## config.mk

```make
export PLATFORM = sky130hd
export DESIGN_NAME = smtlib_mul_seq_abstract
export DESIGN_NICKNAME = d
export VERILOG_FILES = /design/src/rtl/smtlib_mul_seq_abstract.sv
export SDC_FILE = /design/constraint.sdc
export NUM_CORES = 1
export LEC_CHECK = 0
export CORE_ASPECT_RATIO = 1.75
export CORE_UTILIZATION = 50
export CTS_CLUSTER_DIAMETER = 30
export DETAILED_ROUTE_END_ITERATION = 8
export PLACE_DENSITY = 0.7
export SETUP_SLACK_MARGIN = 0.4
export SYNTH_ARGS = -nofsm -noshare
export SYNTH_HDL_FRONTEND = slang
export SYNTH_SLANG_ARGS = --single-unit
```

## constraint.sdc

```tcl
create_clock -name clk -period 15.5 [get_ports clk]
set_clock_uncertainty 0.1 [all_clocks]
set_input_delay 3.1 -clock clk [delete_from_list [all_inputs] [get_ports clk]]
set_output_delay 3.1 -clock clk [all_outputs]
set_load 0.03 [all_outputs]
```

## src/rtl/smtlib_mul_seq_abstract.sv

```systemverilog
// Multi-cycle abstract multiplier: one operand pair per valid/ready handshake, product half held until consumed.
// Formal builds pin a symbolic product with an SMT-LIB2 bvmul constraint; simulation uses native '*'.

`ifdef FORMAL
(* smtlib2_module *)
module smtlib_mul_seq_abstract_bvmul #(
  parameter int W = 16
) (
  (* smtlib2_comb_expr = "(= p (bvmul ea eb))" *)
  output logic         valid,
  input  logic [W-1:0] ea,
  input  logic [W-1:0] eb,
  input  logic [W-1:0] p
);
endmodule
`endif

module smtlib_mul_seq_abstract #(
  parameter int WIDTH      = 8,
  parameter int MIN_LAT    = 1,
  parameter int MAX_LAT    = 4,
  parameter int NONDET_LAT = 0,
  parameter int SIM_MODEL  = 0
) (
  input  logic             clk,
  input  logic             rst,
  input  logic             in_valid,
  output logic             in_ready,
  input  logic [WIDTH-1:0] op_a,
  input  logic [WIDTH-1:0] op_b,
  input  logic             op_signed,
  input  logic             op_high,
  output logic             out_valid,
  input  logic             out_ready,
  output logic [WIDTH-1:0] out_result,
  output logic             busy
);
  localparam int CW = $clog2(MAX_LAT + 1);
  localparam int W2 = 2 * WIDTH;
  localparam bit FIXED_LAT = (SIM_MODEL != 0) || (NONDET_LAT == 0);

  generate
    if (WIDTH < 2 || MIN_LAT < 1 || MAX_LAT < MIN_LAT) begin : g_bad_params
      $error("smtlib_mul_seq_abstract: need WIDTH>=2, MIN_LAT>=1, MAX_LAT>=MIN_LAT");
    end
  endgenerate

  typedef enum logic [1:0] {IDLE, BUSY, DONE} state_t;

  state_t           state;
  logic [CW-1:0]    cnt;
  logic [CW-1:0]    lat;
  logic [WIDTH-1:0] cap_a, cap_b;
  logic             cap_s, cap_h;
  logic             accept;
  logic [WIDTH-1:0] nx_a, nx_b;
  logic             nx_s, nx_h;
  logic [W2-1:0]    ea, eb, prod;
  logic [WIDTH-1:0] half;

  assign in_ready = (state == IDLE) || (state == DONE && out_ready);
  assign accept   = in_valid && in_ready;
  assign busy     = (state != IDLE);

  // The multiplier sees the operands that will be held after this edge, so an
  // L==1 accept can load its result in the same edge that captures the operands.
  assign nx_a = accept ? op_a      : cap_a;
  assign nx_b = accept ? op_b      : cap_b;
  assign nx_s = accept ? op_signed : cap_s;
  assign nx_h = accept ? op_high   : cap_h;

  assign ea   = {{WIDTH{nx_s & nx_a[WIDTH-1]}}, nx_a};
  assign eb   = {{WIDTH{nx_s & nx_b[WIDTH-1]}}, nx_b};
  assign half = nx_h ? prod[W2-1:WIDTH] : prod[WIDTH-1:0];

  generate
    if (FIXED_LAT) begin : g_lat_fixed
      assign lat = CW'(MAX_LAT);
    end else begin : g_lat_nondet
`ifdef FORMAL
      (* anyseq *) logic [CW-1:0] lat_sym;
      assign lat = lat_sym;
`else
      assign lat = CW'(MAX_LAT);
`endif
    end

    if (SIM_MODEL != 0) begin : g_prod_native
      assign prod = ea * eb;
    end else begin : g_prod_symbolic
`ifdef FORMAL
      logic bv_ok;
      (* anyseq *) logic [W2-1:0] prod_sym;
      assign prod = prod_sym;
      smtlib_mul_seq_abstract_bvmul #(.W(W2)) u_bvmul (
        .valid (bv_ok),
        .ea    (ea),
        .eb    (eb),
        .p     (prod)
      );
      always_comb assume (bv_ok);
`else
      assign prod = ea * eb;
`endif
    end
  endgenerate

  always_ff @(posedge clk) begin
    if (rst) begin
      state      <= IDLE;
      cnt        <= '0;
      cap_a      <= '0;
      cap_b      <= '0;
      cap_s      <= 1'b0;
      cap_h      <= 1'b0;
      out_valid  <= 1'b0;
      out_result <= '0;
    end else if (accept) begin
      cap_a <= op_a;
      cap_b <= op_b;
      cap_s <= op_signed;
      cap_h <= op_high;
      if (lat <= CW'(1)) begin
        state      <= DONE;
        out_valid  <= 1'b1;
        out_result <= half;
      end else begin
        state      <= BUSY;
        cnt        <= lat - CW'(1);
        out_valid  <= 1'b0;
        out_result <= '0;
      end
    end else begin
      case (state)
        BUSY: begin
          if (cnt == CW'(1)) begin
            state      <= DONE;
            out_valid  <= 1'b1;
            out_result <= half;
          end else begin
            cnt <= cnt - CW'(1);
          end
        end
        DONE: begin
          if (out_ready) begin
            state      <= IDLE;
            out_valid  <= 1'b0;
            out_result <= '0;
          end
        end
        default: ;
      endcase
    end
  end

`ifdef FORMAL
  generate
    if (SIM_MODEL == 0) begin : g_formal
      logic        f_past_valid = 1'b0;
      logic        f_inflight;
      logic [CW:0] f_age;
      logic        f_enter;

      always_comb if (!f_past_valid) assume (rst);
      always_comb if (accept && !FIXED_LAT)
        assume (lat >= CW'(MIN_LAT) && lat <= CW'(MAX_LAT));

      always_ff @(posedge clk) begin
        f_past_valid <= 1'b1;
        if (rst) begin
          f_inflight <= 1'b0;
          f_age      <= '0;
        end else if (accept) begin
          f_inflight <= 1'b1;
          f_age      <= (CW+1)'(1);
        end else begin
          if (out_valid && out_ready) f_inflight <= 1'b0;
          if (f_inflight && !out_valid) f_age <= f_age + (CW+1)'(1);
        end
      end

      // A new result is presented either from idle/busy or right after a consumed one.
      assign f_enter = out_valid && (!$past(out_valid) || $past(out_ready));

      always_ff @(posedge clk) begin
        if (f_past_valid && !$past(rst) && !rst) begin
          if ($past(out_valid) && !$past(out_ready)) begin
            assert (out_valid);
            assert (out_result == $past(out_result));
          end
          assert (!out_valid || f_inflight);
          if (f_enter) begin
            assert (f_age >= (CW+1)'(MIN_LAT) && f_age <= (CW+1)'(MAX_LAT));
            cover (f_age == (CW+1)'(MIN_LAT));
            cover (f_age == (CW+1)'(MAX_LAT));
          end
        end
      end
    end
  endgenerate
`endif

endmodule

```

* Yosys cells after proc, flatten, opt, wreduce, memory -nomap -nowiden
Cells that the tools add are included.
** Word-level totals
- Bits in registers :: 32
- Memories :: 0
- Output and inout bits :: 11
- Bits of input ports :: 22
- Bits in latches :: 0
- Memory bits (read-only) :: 0
- RAM bits :: 0
- Word-level logic and storage cells :: 54
** Cells by class
- Div/mod/pow operators :: 0
- $lt $le $gt $ge :: 0
- $mul :: 1
- Equality and inequality tests :: 8
- Shift operators :: 0
- Mux-type cells :: 18
- Bitwise logic cells :: 3
- $add $sub $neg :: 1
- Reductions and logical operators :: 13
** Operators by type and width (count)
- $mux W8 :: 5
- $mul A9 B9 Y16 :: 1
- $pmux W8 S2 :: 1
- $mux W2 :: 5
- $ne A2 B2 Y1 const B :: 3
- $ne A3 B3 Y1 const B :: 2
- $reduce_and A3 Y1 :: 2
- $reduce_bool A2 Y1 :: 3
- $mux W1 :: 5
- $pmux W2 S2 :: 1
- $reduce_and A2 Y1 :: 2
- $eq A3 B1 Y1 const B :: 1
- $reduce_bool A3 Y1 :: 1
- $sub A3 B1 Y3 const B :: 1
- $and A1 B1 Y1 :: 2
- $eq A2 B1 Y1 const B :: 1
- $eq A2 B2 Y1 const B :: 1
- $logic_and A1 B1 Y1 :: 2
- $logic_not A2 Y1 :: 1
- $pmux W1 S2 :: 1
- $reduce_or A2 Y1 :: 1
- $logic_or A1 B1 Y1 :: 1
- $not A1 Y1 :: 1

* Depth between registers and ports, before layout
Gate-level depths: netlist of the first run.
- Depth after elaboration :: 10
- Gate-level depth with buffers :: 24
- Gate-level depth less buffers :: 21

* Worst setup path before layout of the first run
No wires, ideal clock.
- Kind :: input-to-reg
- From :: input in_valid
- To :: register out_result[5]
- Required time :: 15270 ps
- Slack :: 7064 ps
- Stages on the path :: 22
- Library setup time :: 130 ps
- Arrival :: 8206 ps
- Path buffers :: 2
- Cells stage by stage :: inv_1 -> or3_4 -> buf_6 -> buf_6 -> nor2_1 -> a31oi_2 -> nand2b_1 -> fa_1 -> fa_1 -> inv_1 -> fa_1 -> fa_1 -> inv_1 -> fa_1 -> inv_1 -> ha_1 -> o21ai_0 -> o21bai_1 -> or3_1 -> a21oi_1 -> xor2_1 -> o22ai_1
** On the way
- Word-level cells in the longest chain between the ends :: 7
- Elaborated cells on any way between the ends :: 12
- Those cells by class :: mul (1); mux (7); bitwise (2); reduce/logical (2)
** RTL lines
- start, declared :: line 27 : input logic in_valid,
- $logic_and A1 B1 Y1 * :: line 62 : assign accept = in_valid && in_ready;
- $mux W1 or $mux W8 (tied branches)
- $and A1 B1 Y1 (on tied branches) :: line 72, 73
- $mul A9 B9 Y16 :: line 103 : assign prod = ea * eb;
- $mux W8 :: line 74 : assign half = nx_h ? prod[W2-1:WIDTH] : prod[WIDTH-1:0];
- $mux W8 :: line 136 : if (cnt == CW'(1)) begin
- $pmux W8 S2 :: line 134 : case (state)
- end signal, assigned :: line 126 : out_result <= half;
- end signal, assigned :: line 139 : out_result <= half;
- end, declared :: line 35 : output logic [WIDTH-1:0] out_result,
Every way passes the cells marked *; elsewhere a longest branch is shown, timed or not. The select of a mux whose other input is x is not followed.
A chain may end at the register's enable or synchronous reset.

* Final worst setup path of the first run
- From :: input out_ready
- To :: register out_result[5]
** On the way
- Word-level cells in the longest chain between the ends :: 9
- Elaborated cells on any way between the ends :: 16
- Those cells by class :: mul (1); eq/ne (1); mux (7); bitwise (2); reduce/logical (5)
** RTL lines
- start, declared :: line 34 : input logic out_ready,
- $logic_and A1 B1 Y1 :: line 61 : assign in_ready = (state == IDLE) || (state == DONE && out_ready);
- $logic_or A1 B1 Y1 :: line 61
- $logic_and A1 B1 Y1 :: line 62
- $mux W1 or $mux W8 (tied branches)
- $and A1 B1 Y1 (on tied branches) :: line 72, 73
- $mul A9 B9 Y16 :: line 103
- $mux W8 :: line 74
- $mux W8 :: line 136
- $pmux W8 S2 :: line 134
Several ways; a longest one is shown, not always the timed one. The select of a mux whose other input is x is not followed.

==> run summary, run 1 <==
Net switching is 39.54% of the power. The pre-antenna-repair detailed-routing pass consisted of 7 iterations. Static timing analysis puts the maximum clock frequency at 107.6 MHz. After global routing, the most crowded layer is met2.

For this run, the number of standard cells in the final layout without fillers is 566. The instance area after placement is 4572 um2. Growth of design area from synthesis to finish: 12.82%. Routed wire length: 9832 um. The tools report the area of the die as 8798 um2.

0 antenna diodes ended up in the layout. During synthesis, Yosys emitted a total of 0 warnings. The worst min-delay path startpoint was out_result[0]$_SDFFE_PP0P_. The summed negative setup slack over all endpoints came out at 0 ns. The run gives 714 as the fill cell instance count of the final layout. For the total leakage power, the log shows 2.262 nW.

The smallest clock period supported by the final layout is computed as 9.294 ns. The run gives 0 as the number of setup buffers added after CTS. Root cell of the clock tree: sky130_fd_sc_hd__clkbuf_16. The tools report the sort of element at the start of the critical path as an input pin. The tools report the synthesized netlist net count as 565. The setup path with the least slack is of type in -> reg. The via count of the first global-routing pass was 3516; the part of the total power dissipated in the clock network was 27.7%. The critical-path maximum fanout was 39. For the number of standard cells after synthesis, the log shows 445.

The H-tree depth is 2, and the average instance area after synthesis is 9.453 um2. Final hold analysis gives a worst-case slack of 0.3636 ns. The pin slew with the least headroom to its limit is 0.8941 ns.

Sequential elements use 14.75% of the synthesized area. Global routing used 28.05% of the available met1 tracks. The height of the die is 123.3 um. The total number of vias is 3128, and the final estimated routing congestion in global placement is 0.8977. The sequential cells in the finished layout cover a total of 620.6 um2. After clock tree synthesis, the clock-pin slew on the worst setup and hold paths is 0.05 ns. For the total grt overflow, the log shows 0. The share of async-settable or async-resettable flops after synthesis works out to 0%. Measured along the x axis, the die boundary spans 71.34 um. Sequential share of power: 20.9%. The synthesized design devotes to its leading area cell type 29.98% of total area.

In the global route stage, met3 resource usage came out at 3.423%. In this run the critical register-to-register path is captured at out_result[5]$_SDFFE_PP0P_. Once placement completed, the tool counted placed cells totaling 558. The tools report the maximum buffer depth of the clock tree as 2.

For hold timing, the worst endpoint is out_result[0]$_SDFFE_PP0P_. The reg-to-reg setup timing slack was 9.03 ns. The path class of the lowest-slack min-delay path is reg -> reg. The multi-input combinational cells in the finished layout cover a total of 3226 um2. The share of the clock period used by the worst path after layout is 59.96%, and the per-cell routed wire length is 17.37 um. Pin placement for this block handled 33 I/O pins. The maximum VDD drop was 0.05714 mV; the relative max-transition margin was 40.21%.

Setup violations remaining at the end of the flow were counted as 0. The run finished, with violations left. At the later pin of the worst-skew pair, clock insertion delay measures 0.28 ns. The synthesized design contains 0 enable-type register cells. Entering global routing, the biggest net connects 40 pins.

The count of input and output buffers is 32, and the iteration-0 DRC count of the detailed router is 153. The tools report the kind of capture point of the worst setup path as a register. The tools report the number of placement rows as 43. The count of final hold-check violations is 0. The synthesized netlist occupies a cell area of 4207 um2.

The first global-routing pass estimated 16660 um of wire. After synthesis, the cell types taking the most area are sky130_fd_sc_hd__fa_1 (30%), sky130_fd_sc_hd__dfxtp_1 (15%), sky130_fd_sc_hd__ha_1 (10%), sky130_fd_sc_hd__inv_1 (7.0%), sky130_fd_sc_hd__nor2_1 (5.4%). Summed over all nets, the switching power comes to 0.0001664 W. The logs give 0.0002544 W for the design internal power and 0 for the remaining number of nets flagged by the antenna check after routing. For this run, the leading register cell type out of synthesis is sky130_fd_sc_hd__dfxtp_1. The most frequent cell after synthesis is sky130_fd_sc_hd__inv_1. The tree built by TritonCTS fans out to 31 sinks. In this run the critical register-to-register path is launched from out_valid$_SDFFE_PP0P_. The tools report the number of distinct library cell variants in the gate-level netlist after synthesis as 46.

The checks that failed: DRC. TritonCTS built the clock tree. The initial core utilization was 52.47%.

Global routing used 25.02% of the available tracks across all layers. For the worst setup path, the data required time is 15.55 ns. The design area came out at 4746 um2.

Per report_power, the combinational group accounts for 51.4% of the total. Of all cell types, the one taking the most synthesized area is sky130_fd_sc_hd__fa_1. TritonCTS created 5 clock buffers.

The tools report the detailed-route DRC error count as 1. By count the netlist is led by sky130_fd_sc_hd__inv_1 (78), sky130_fd_sc_hd__fa_1 (63), sky130_fd_sc_hd__nor2_1 (61). The tools report the data arrival time of the critical path as 9.34 ns. The tools report the fraction of the core area covered by cells at the end of the flow as 59.20%.

The detailed-placement wirelength estimate is 8115 um. The number of antenna violations at the first check in global routing is 0, and the fraction of final layout cells sized beyond drive strength 1 is 9.034%. For the worst flop-to-flop path, the logic depth is 19.

The core region is 8016 um2. The number of nets in the layout was 595; the final number of max-transition violations was 0. For this run, global-route usage on met2 was measured as 45.48%. The total of flip-flops plus latches after synthesis works out to 31. Power spread over the standard cell area amounts to 88.65 nW/um2. The logs give 0 for the total of max-cap violations and 0 for the total of hold buffers inserted after clock tree synthesis. The number of gates resized after CTS was 0. Setup repair after global routing left no endpoint under its margin. The worst hold path passes through 2 cells. The vias per cell is 5.527.
## cells by family (layout without fill, tap and decap cells)
logic type / Yosys count / in the layout / share of synthesized area [%]
AND/OR/NAND/NOR: 127 / 127 / 13.62
adder cells (fa/ha/maj): 98 / 98 / 40.39
buffers and inverters: 87 / 118 / 8.566
AO/OA/AOI/OAI: 52 / 52 / 8.269
flip-flops: 31 / 31 / 14.75
multiplexers: 30 / 30 / 10.23
XOR/XNOR: 20 / 20 / 4.164
## power groups by stage
stage / registers, W / clock network [W] / logic [W]
after floorplan: 0.0000901 / 0 / 0.000153
after global placement: 0.0000895 / 0 / 0.000209
after detailed placement: 0.0000898 / 0 / 0.000212
after CTS: 0.0000881 / 0.000118 / 0.000216
after global routing: 0.0000888 / 0.000121 / 0.000240
final: 0.0000881 / 0.000116 / 0.000216
## layer usage
metal | vias to the layer above | share of wire (%) | wire [um]
met5 | - | 0 | 0
met4 | 0 | 4.7 | 463
met3 | 29 | 3.1 | 300
met2 | 86 | 54 | 5326
met1 | 1535 | 38 | 3742
li1 | 1478 | - | -
## metrics by stage
stage	setup WS, ns	power [W]
5_1_grt	5.835	0.0004500
6_report	6.206	0.0004207
4_1_cts	6.167	0.0004226
3_5_place_dp	5.926	0.0003018
3_3_place_gp	6.046	0.0002988
2_1_floorplan	7.064	0.0002428
## sequential cells by signal, indices dropped and copies added (netlist names)
name        cells
out_result      8
cap_s           1
cap_a           8
cap_h           1
out_valid       1
cnt             3
cap_b           8
state           1
## cell usage in the layout (no fill, tap or decap), drive strengths merged, types with 2 or more instances in the layout
master / Yosys / final
inv: 78 / 78
fa: 63 / 63
nor2: 61 / 61
ha: 35 / 35
nand2: 34 / 34
clkdlybuf4s50: 0 / 32
dfxtp: 31 / 31
mux2i: 17 / 17
xnor2: 14 / 14
a21oi: 13 / 13
mux2: 13 / 13
o21ai: 9 / 9
nand2b: 8 / 8
a32oi: 7 / 7
xor2: 6 / 6
clkbuf: 4 / 6
or2: 6 / 6
o22ai: 5 / 5
o21a: 4 / 4
nor3: 4 / 4
nor2b: 4 / 4
a21o: 3 / 3
a31oi: 3 / 3
nand3: 2 / 2
a211oi: 2 / 2
o21bai: 2 / 2
nand3b: 2 / 2
or3: 2 / 2
## area by class of cell
type                    instances  area share, %
multi-input cells             327          67.97
inverters                      78          6.169
well taps                      90          2.373
repair buffers                 32          6.749
flip-flops and latches         31          13.08
clock buffers                   6          2.926
clock inverters                 2         0.7382
## worst max path at each step
stage               cells past startpoint                          to  startpoint  slack, ns
finish                                 20  out_result[5]$_SDFFE_PP0P_   out_ready       6.21
global route                           20  out_result[5]$_SDFFE_PP0P_   out_ready       5.83
CTS                                    20  out_result[5]$_SDFFE_PP0P_   out_ready       6.17
detailed placement                     20  out_result[5]$_SDFFE_PP0P_   out_ready       5.93
global placement                       20  out_result[5]$_SDFFE_PP0P_   out_ready       6.05
floorplan                              22  out_result[5]$_SDFFE_PP0P_    in_valid       7.06
## critical path: stages
cell and delay (ns):
sky130_fd_sc_hd__clkdlybuf4s50_1 0.47, sky130_fd_sc_hd__nor2b_4 0.15, sky130_fd_sc_hd__or3_4 0.59, sky130_fd_sc_hd__mux2i_1 0.64
sky130_fd_sc_hd__nand2b_1 0.21, sky130_fd_sc_hd__fa_1 0.45, sky130_fd_sc_hd__fa_1 0.55, sky130_fd_sc_hd__inv_1 0.06
sky130_fd_sc_hd__fa_1 0.51, sky130_fd_sc_hd__fa_1 0.58, sky130_fd_sc_hd__inv_1 0.07, sky130_fd_sc_hd__fa_1 0.53
sky130_fd_sc_hd__inv_1 0.04, sky130_fd_sc_hd__ha_1 0.26, sky130_fd_sc_hd__a211oi_1 0.23, sky130_fd_sc_hd__o21bai_1 0.14
sky130_fd_sc_hd__or3_1 0.31, sky130_fd_sc_hd__a21oi_1 0.17, sky130_fd_sc_hd__xor2_1 0.16, sky130_fd_sc_hd__o22ai_1 0.08
Power figures use the tool's default switching activity.
==> run 2: changes to the inputs <==
==> constraint.sdc (replaced) <==
create_clock -name clk -period 9.4 [get_ports clk]
set_clock_uncertainty 0.1 [all_clocks]
set_input_delay 1.88 -clock clk [delete_from_list [all_inputs] [get_ports clk]]
set_output_delay 1.88 -clock clk [all_outputs]
set_load 0.03 [all_outputs]
==> run summary, run 2 (synthesis gave the netlist of run 1 again) <==
0 antenna diodes ended up in the layout. Of the total power, registers draw 21.2%. The detailed-placement wirelength estimate is 8085 um. The total number of vias is 3118, and the per-cell routed wire length is 17.32 um. Summed over all nets, the switching power comes to 0.0002688 W.

The number of placed instances, taps included, is 559. Worst min-delay path startpoint: out_result[0]$_SDFFE_PP0P_. The power per standard cell area was 144.5 nW/um2.

The critical-path maximum fanout works out to 39. The detailed router finished its first iteration with 153 violations. Total routing resource utilization after global routing: 24.06%. Leaving out fill and tap cells, the most frequent cell in the layout is sky130_fd_sc_hd__inv_1.

The largest registers in the layout are cap_a: 8 flops, cap_b: 8 flops, out_result: 8 flops. The run gives 33 as the number of top-level design ports. The H-tree generated during clock tree synthesis spans 2 levels. The floorplan step defined a die boundary enclosing 8798 um2. The proportion of total power due to net switching came out at 39.12%. STA classifies the critical path endpoint as a register.

Entering global routing, the biggest net connects 40 pins. The logs give 6 for the detailed-routing iteration count for the pre-antenna-repair pass and 0.27 ns for the insertion delay to the later sink of the worst-skew pair. The fraction of final layout cells sized beyond drive strength 1 was 9.224%; the count of final hold-check violations was 0.

From synthesis to final layout, the design area changed by 13.00%. For the core region area, the log shows 8016 um2. The summed negative setup slack over all endpoints was 0 ns. The sort of element at the start of the critical path is an input pin.

For the pin with the worst max-slew slack, the measured transition is 0.9594 ns. The routed design has 9822 um of wire. After clock tree synthesis, the flow added hold-fix buffers numbering 0. The number of clock sinks seen by CTS was 31. The internal portion of the total power is 0.0004182 W. The tools report the data arrival time of the critical path as 8.04 ns. The startpoint identified for the worst register-to-register timing path is out_valid$_SDFFE_PP0P_.

Setup violations remaining at the end of the flow were counted as 0. Summed over all cells, the static leakage comes to 2.267 nW. The run gives 43 as the number of placement rows. The finished cells cover 4753 um2.

The worst pin sits at a relative slew slack of 35.84%. After detailed placement, the total cell area comes to 4579 um2. The checks that failed: DRC. The minimum clock period was 7.998 ns; the clock buffer count from CTS was 5. The root buffer cell chosen for the clock tree is sky130_fd_sc_hd__clkbuf_16. The type of the setup path with the least slack is in -> reg.

Setup repair after global routing left no endpoint under its margin. The clock slew at the register clock pins of the worst setup and hold paths was 0.05 ns. Timing would allow up to 125.0 MHz. For the final estimated routing congestion in global placement, the log shows 0.9008. TritonCTS built the clock tree. The run gives 3226 um2 as the multi-input combinational cell area. Per report_power, the combinational group accounts for 51.2% of the total. The number of antenna violations at the first check in global routing was 0; the initial core utilization was 52.47%. The clock passes through at most 2 buffers. Summing all flip-flop and latch instances after layout gives 620.6 um2. The total grt overflow was 0; the number of nets in the layout was 596. For the part of the total power dissipated in the clock network, the log shows 27.6%.

IR analysis of the VDD net gives a maximum drop of 0.09419 mV. The height of the die is 123.3 um. The count of input and output buffers was 32. The die is 71.34 um wide.

The most critical setup path has its startpoint at out_ready. In the routed layout, each cell is associated on average with a via count of 5.499. The logs give 3331 for the via count of the first global-routing pass and 0 for the number of setup buffers added after CTS. The run gives 717 as the fill cell instance count of the final layout. The logs give 0 for the final number of max-transition violations and 0 for the total of max-cap violations. Excluding fillers, the count of instances in the completed layout stands at 567. For the worst path required time, the log shows 9.44 ns. In the finished design, the share of the clock period the worst path needs comes to 85.09%. Leaving out fill and tap cells, the most frequent cells in the layout are sky130_fd_sc_hd__inv_1 (78), sky130_fd_sc_hd__fa_1 (63), sky130_fd_sc_hd__nor2_1 (61), sky130_fd_sc_hd__ha_1 (35), sky130_fd_sc_hd__nand2_1 (34). In this run the worst hold path is classified as reg -> reg. The number of instances resized during post-cts repair was 0; the detailed-route DRC error count was 1.

Cells fill 59.29% of the core in the end. The first global-routing pass estimated 15960 um of wire. The flow ran to the end, but the final reports show violations. Once detail routing completed, the nets flagged for antenna violations numbered 0.
run 2: cell types whose count changed in the layout (fill, tap and decap cells not counted):
cell,previous run,this run
sky130_fd_sc_hd__buf_4,0,1
run 2: power by group through the flow:
stage | sequential [W] | clock, W | combinational (W)
2_1_floorplan | 0.000149 | 0 | 0.000252
3_3_place_gp | 0.000148 | 0 | 0.000345
3_5_place_dp | 0.000148 | 0 | 0.000349
4_1_cts | 0.000145 | 0.000194 | 0.000354
5_1_grt | 0.000146 | 0.000200 | 0.000391
6_report | 0.000145 | 0.000190 | 0.000352
run 2: layout make-up:
type	instances	area share, %
Multi-Input combinational cell	327	67.86
Sequential cell	31	13.06
Timing Repair Buffer	33	6.897
Inverter	78	6.160
Clock buffer	6	2.922
Tap cell	90	2.369
Clock inverter	2	0.7370
run 2: path summary, 6_finish.rpt:
| kind | end | slack (ns) | cells after the start |
|---|---|---|---|
| max reg2reg | out_result[5]$_SDFFE_PP0P_ | 3.01 | 20 |
| min reg2reg | out_result[0]$_SDFFE_PP0P_ | 0.38 | 2 |
| min | out_result[0]$_SDFFE_PP0P_ | 0.38 | 2 |
| max | out_result[5]$_SDFFE_PP0P_ | 1.40 | 21 |
run 2: layer usage:
layer | GRT usage, % | vias up | share of wire, %
met2 | 45.54 | 72 | 57
met3 | 3.097 | 18 | 2.9
met1 | 26.96 | 1550 | 38
li1 | - | 1478 | -
met4 | 9.125 | 0 | 2.4
met5 | 0 | - | 0
run 2: worst max-delay path, cell delays in order:
cell	delay, ns
sky130_fd_sc_hd__clkdlybuf4s50_1	0.48
sky130_fd_sc_hd__nor2b_4	0.15
sky130_fd_sc_hd__or3_4	0.61
sky130_fd_sc_hd__mux2i_2	0.59
sky130_fd_sc_hd__nor2_1	0.15
sky130_fd_sc_hd__fa_1	0.56
sky130_fd_sc_hd__inv_1	0.05
sky130_fd_sc_hd__fa_1	0.47
sky130_fd_sc_hd__inv_1	0.05
sky130_fd_sc_hd__fa_1	0.51
sky130_fd_sc_hd__fa_1	0.56
sky130_fd_sc_hd__inv_1	0.06
sky130_fd_sc_hd__fa_1	0.54
sky130_fd_sc_hd__inv_1	0.04
sky130_fd_sc_hd__ha_1	0.30
sky130_fd_sc_hd__o21ai_0	0.19
sky130_fd_sc_hd__o21bai_1	0.11
sky130_fd_sc_hd__or3_1	0.32
sky130_fd_sc_hd__a21oi_1	0.19
sky130_fd_sc_hd__xor2_1	0.16
sky130_fd_sc_hd__o22ai_1	0.07
run 2: metrics by stage:
step / worst slack (ns) / hold WS [ns] / power, W
4_1_cts: 1.396 / 0.3866 / 0.0006935
3_3_place_gp: 1.253 / 0.3505 / 0.0004923
2_1_floorplan: 2.184 / 0.3843 / 0.0004004
6_report: 1.402 / 0.3765 / 0.0006869
5_1_grt: 1.124 / 0.3992 / 0.0007370
3_5_place_dp: 1.143 / 0.3726 / 0.0004967
